File: src/rtl/rvga_ddr_arbiter_pkg.sv
// Shared types and sizing for the l1 cache -> DDR arbiter.
package rvga_ddr_arbiter_pkg;

    localparam int LINE_BITS        = 256;
    localparam int ADDR_BITS        = 32;
    localparam int LINE_OFFSET_BITS = $clog2(LINE_BITS / 8);

    typedef enum logic [1:0] {
        IDLE    = 2'd0,
        GRANT_I = 2'd1,
        GRANT_D = 2'd2,
        RESP    = 2'd3
    } arb_state_e;

    typedef enum logic {
        ICACHE = 1'b0,
        DCACHE = 1'b1
    } arb_client_e;

endpackage

File: src/rtl/rvga_ddr_arbiter.sv
// Two-client (icache/dcache) to single DDR port arbiter.
// One transaction at a time, round-robin on ties, fully registered outputs.
module rvga_ddr_arbiter
    import rvga_ddr_arbiter_pkg::*;
#(
    parameter int line_bits = LINE_BITS,
    parameter int addr_bits = ADDR_BITS
) (
    input  logic                 clk,
    input  logic                 rst,
    input  logic [addr_bits-1:0] icache_arb_addr,
    input  logic                 icache_arb_read,
    output logic [line_bits-1:0] arb_icache_rdata,
    output logic                 arb_icache_resp,
    input  logic [addr_bits-1:0] dcache_arb_addr,
    input  logic                 dcache_arb_read,
    input  logic                 dcache_arb_write,
    input  logic [line_bits-1:0] dcache_arb_wdata,
    output logic [line_bits-1:0] arb_dcache_rdata,
    output logic                 arb_dcache_resp,
    output logic [addr_bits-1:0] arb_ddr_addr,
    output logic                 arb_ddr_read,
    output logic                 arb_ddr_write,
    output logic [line_bits-1:0] arb_ddr_wdata,
    input  logic [line_bits-1:0] ddr_arb_rdata,
    input  logic                 ddr_arb_resp
);

    localparam int off_bits = $clog2(line_bits / 8);

    arb_state_e  state, state_n;
    arb_client_e last_grant;
    logic        i_req, d_req;

    assign i_req = icache_arb_read;
    assign d_req = dcache_arb_read | dcache_arb_write;

    // Byte-offset bits inside a line are never sent to DDR.
    logic unused_offset;
    assign unused_offset = ^{icache_arb_addr[off_bits-1:0], dcache_arb_addr[off_bits-1:0]};

    function automatic logic [addr_bits-1:0] line_addr(input logic [addr_bits-1:0] a);
        return {a[addr_bits-1:off_bits], {off_bits{1'b0}}};
    endfunction

    // State register.
    always_ff @(posedge clk or posedge rst) begin
        if (rst) state <= IDLE;
        else     state <= state_n;
    end

    // Next-state: ties go to whoever was not served last.
    always_comb begin
        state_n = state;
        case (state)
            IDLE: begin
                if (i_req && d_req)
                    state_n = (last_grant == ICACHE) ? GRANT_D : GRANT_I;
                else if (d_req)
                    state_n = GRANT_D;
                else if (i_req)
                    state_n = GRANT_I;
            end
            GRANT_I, GRANT_D: if (ddr_arb_resp) state_n = RESP;
            RESP:    state_n = IDLE;
            default: state_n = IDLE;
        endcase
    end

    // Grant datapath: capture request on grant, return data on DDR completion.
    always_ff @(posedge clk or posedge rst) begin
        if (rst) begin
            arb_ddr_addr     <= '0;
            arb_ddr_read     <= 1'b0;
            arb_ddr_write    <= 1'b0;
            arb_ddr_wdata    <= '0;
            arb_icache_rdata <= '0;
            arb_dcache_rdata <= '0;
            arb_icache_resp  <= 1'b0;
            arb_dcache_resp  <= 1'b0;
            last_grant       <= ICACHE;
        end else begin
            arb_icache_resp <= 1'b0;
            arb_dcache_resp <= 1'b0;
            case (state)
                IDLE: begin
                    if (state_n == GRANT_I) begin
                        arb_ddr_addr  <= line_addr(icache_arb_addr);
                        arb_ddr_read  <= 1'b1;
                        arb_ddr_write <= 1'b0;
                        arb_ddr_wdata <= '0;
                    end else if (state_n == GRANT_D) begin
                        // read+write together is illegal; the write takes precedence
                        arb_ddr_addr  <= line_addr(dcache_arb_addr);
                        arb_ddr_read  <= ~dcache_arb_write;
                        arb_ddr_write <= dcache_arb_write;
                        arb_ddr_wdata <= dcache_arb_write ? dcache_arb_wdata : '0;
                    end
                end
                GRANT_I: begin
                    if (ddr_arb_resp) begin
                        arb_ddr_read     <= 1'b0;
                        arb_ddr_write    <= 1'b0;
                        arb_icache_rdata <= ddr_arb_rdata;
                        arb_icache_resp  <= 1'b1;
                        last_grant       <= ICACHE;
                    end
                end
                GRANT_D: begin
                    if (ddr_arb_resp) begin
                        if (arb_ddr_read) arb_dcache_rdata <= ddr_arb_rdata;
                        arb_ddr_read    <= 1'b0;
                        arb_ddr_write   <= 1'b0;
                        arb_dcache_resp <= 1'b1;
                        last_grant      <= DCACHE;
                    end
                end
                default: ;
            endcase
        end
    end

`ifndef SYNTHESIS
    a_dcache_rw_exclusive: assert property (@(posedge clk) disable iff (rst)
        !(dcache_arb_read && dcache_arb_write));
    a_ddr_resp_in_grant: assert property (@(posedge clk) disable iff (rst)
        ddr_arb_resp |-> (state == GRANT_I || state == GRANT_D));
    a_single_resp: assert property (@(posedge clk) disable iff (rst)
        !(arb_icache_resp && arb_dcache_resp));
`endif

endmodule

File: config.mk
export PLATFORM = sky130hd
export DESIGN_NAME = rvga_ddr_arbiter
export DESIGN_NICKNAME = d
export VERILOG_FILES = /design/src/rtl/rvga_ddr_arbiter_pkg.sv /design/src/rtl/rvga_ddr_arbiter.sv
export SDC_FILE = /design/constraint.sdc
export NUM_CORES = 2
export LEC_CHECK = 0
export CAP_MARGIN = 20
export CORE_AREA = 5 5 535 537
export DETAILED_ROUTE_END_ITERATION = 10
export DIE_AREA = 0 0 540 542
export GPL_ROUTABILITY_DRIVEN = 0
export GPL_TIMING_DRIVEN = 0
export PLACE_DENSITY = 0.38
export SETUP_SLACK_MARGIN = 0.2
export SYNTH_ARGS = -nofsm -noshare
export SYNTH_HDL_FRONTEND = slang
export SYNTH_SLANG_ARGS = --single-unit
File: constraint.sdc
create_clock -name clk -period 87.3 [get_ports clk]
set_input_delay 17.46 -clock clk [delete_from_list [all_inputs] [get_ports clk]]
set_output_delay 17.46 -clock clk [all_outputs]
set_load 0.02 [all_outputs]
==> flow_summary.json <==
{
  "status": "complete, no violations",
  "slew_viol_final": 0,
  "top_usage_layer": "met2",
  "drtIter0Drc": 947,
  "drt_pre_antenna_iters": 5,
  "finalCritPeriodShare": 0.231,
  "multi_input_area_um2": 9510,
  "timing.final.ws_setup_ns": 67.15,
  "final-hold-violation-count": 0,
  "cp.arrival_ns": 20.90,
  "layout.nets": 3889,
  "min_path_cells": 2,
  "start_util": 0.108,
  "max_slew.worst_pin.slew_ns": 0.782,
  "ctsResizeCount": 0,
  "root_buffer": "clkbuf_16",
  "numPortBuffers": 1370,
  "cts_hold_buf": 0,
  "dieArea_um2": 293000,
  "core_um2": 281000,
  "clk_pin_slew_ns": 0.06,
  "antenna_found_initial": 72,
  "post-place-ws_ns": 66.12,
  "synth_cell_type_count": 30,
  "clock_latency_ns": 0.82,
  "met1_usage": 0.130,
  "p_per_area_nw_per_um2": 41.2,
  "drc": 0,
  "synthCells": 1810,
  "track_usage": 0.125,
  "synth_area_um2": 30400,
  "cts_tree": "done",
  "rsz0062_at_grt": "false",
  "grt_first_pass_wirelength_um": 249000,
  "finClkSkew_ns": 0.0643,
  "synth.ff_latch_count": 802,
  "wire_per_inst_um": 26.7,
  "layout-drive-gt1-share": 0.235,
  "maxCapViolCount": 0,
  "ys.flop_type": "dfrtp_1",
  "endpoint_kind": "flip-flop",
  "hold_ws_ns": 0.492,
  "post-cts-setup-buffers": 0,
  "clock-sinks": 802,
  "synthArstFlopShare": 1.00,
  "wirelength_um": 190000,
  "die_height_um": 542,
  "synth_area_leaders": "dfrtp_1 66%, mux2_2 12%, mux2_4 9.9%",
  "ir_drop_mv": 0.0190,
  "criticalPathCategory": "input port to flip-flop",
  "use_met2": 0.230,
  "fmaxAchievable_mhz": 49.6,
  "overflow": 0,
  "clockBufferDepth": 4,
  "worst_r2r_path_depth": 10,
  "r2r_setup_slack_ns": 83.62,
  "tns_ns": 0,
  "synth-edff-count": 0,
  "synthToLayoutAreaGrowth_pct": 73.1,
  "nFillCells": 30500,
  "hold_path_class": "flip-flop to flip-flop",
  "met3_usage": 0.0546,
  "leakage_nw": 22.0,
  "max_slew_margin": 0.479,
  "cts_buffers": 108,
  "num_rows": 195,
  "register_area_um2": 20100,
  "die_w_um": 540,
  "setup_viol": 0,
  "min_period_ns": 20.15,
  "yosysSeqAreaShare": 0.660,
  "cp_max_fo": 10,
  "start_kind": "input port",
  "synthDominantCellAreaShare": 0.660,
  "synth_top_area_cell": "dfrtp_1",
  "htreeDepth": 3,
  "vias": 22600,
  "avgSynthCellArea_um2": 16.8,
  "dp_hpwl_um": 160000,
  "io_pins": 1386,
  "avgViaCountPerCell": 3.18,
  "yosysWarnings": 0,
  "ant_nets": 0,
  "grt_start_max_net_pins": 120,
  "grt_pass1_vias": 24900,
  "cp.required_ns": 88.05
}
-- routing by layer --
layer / routed length [um] / part of all wire
met1: 67900 / 0.36
met2: 98100 / 0.52
met3: 18600 / 0.098
met4: 5270 / 0.028
met5: 187 / 0.00098
-- final timing paths --
kind                                                          end                          from
worst max register to register      arb_ddr_wdata[57]$_DFFE_PP0P_            state[0]$_DFF_PP0_
worst min-delay path                 arb_ddr_addr[16]$_DFFE_PP0P_  arb_ddr_addr[16]$_DFFE_PP0P_
worst max-delay path                arb_ddr_wdata[57]$_DFFE_PP0P_               icache_arb_read
worst min register to register       arb_ddr_addr[16]$_DFFE_PP0P_  arb_ddr_addr[16]$_DFFE_PP0P_
max in group asynchronous       arb_dcache_rdata[160]$_DFFE_PP0P_                           rst
min in group asynchronous            arb_ddr_wdata[8]$_DFFE_PP0P_                           rst
-- cell usage in the layout (no fill, tap or decap), drive strengths merged, types with 2 or more instances in the layout --
cell type | netlist | layout
o21ai | 31 | 31
clkinv | 0 | 22
conb | 1 | 5
nand2b | 2 | 2
nand2 | 29 | 29
nor2 | 3 | 3
bufinv | 0 | 11
inv | 5 | 6
mux2i | 28 | 28
ha | 6 | 6
mux2 | 513 | 513
clkdlybuf4s50 | 0 | 1370
buf | 105 | 112
a22o | 256 | 256
dfrtp | 802 | 802
clkbuf | 20 | 170
diode | 0 | 7
clkinvlp | 0 | 3
-- per-stage QoR --
step / area [um^2] / std cells / util / total power, mW
5_1_grt: 52700 / 7126 / 0.187 / 2.28
3_3_place_gp: 48800 / 6927 / 0.174 / 1.74
4_1_cts: 52600 / 7121 / 0.187 / 2.22
6_report: 52700 / 7128 / 0.187 / 2.17
3_5_place_dp: 49000 / 6934 / 0.174 / 1.74
2_1_floorplan: 30400 / 1814 / - / 1.15
-- logic make-up after synthesis --
family	after synthesis	share of synthesized area
flops	802	0.660
mux	541	0.224
compound gates	293	0.0804
buf+inv	130	0.0280
simple gates	37	0.00547
fa+ha+maj	6	0.00247
other cells	1	0.000123
-- power by group --
part,switching (mW),internal [mW]
registers,0.100,0.539
clock network,0.182,0.277
logic,0.562,0.508
-- synthesized netlist by cell type (3+ instances only) --
library cell,number
o21ai_0,31
buf_2,48
inv_1,4
dfrtp_1,802
clkbuf_1,20
buf_6,27
buf_1,3
mux2_4,200
nand2_1,28
mux2_2,313
a22o_1,256
ha_1,6
buf_4,27
mux2i_1,28
-- layout make-up --
class                      count  area share
buffer                       125      0.0158
antenna                        7    0.000333
sequential                   802       0.381
multi-input combinational    882       0.181
tap                         3743      0.0889
clock inverter                37      0.0102
clock buffer                 150      0.0583
inverter                       5    0.000499
timing repair buffer        1377       0.264
-- registers in the layout, indices dropped and copies added (netlist names) --
| name | flops |
|---|---|
| arb_dcache_rdata | 256 |
| arb_ddr_wdata | 256 |
| arb_icache_rdata | 256 |
| arb_ddr_addr | 27 |
| state | 2 |
| arb_dcache_resp | 1 |
| arb_ddr_read | 1 |
| arb_ddr_write | 1 |
| arb_icache_resp | 1 |
| last_grant | 1 |
-- critical path, cell delays in order --
cell and delay (ns):
clkdlybuf4s50_1 0.58, a2bb2oi_1 0.12, a221oi_1 0.45, ha_1 0.32, nand2b_2 0.38, nor2_2 0.44, buf_2 0.57, buf_4 0.36
a22o_1 0.17
(Power assumes the default switching activity.)
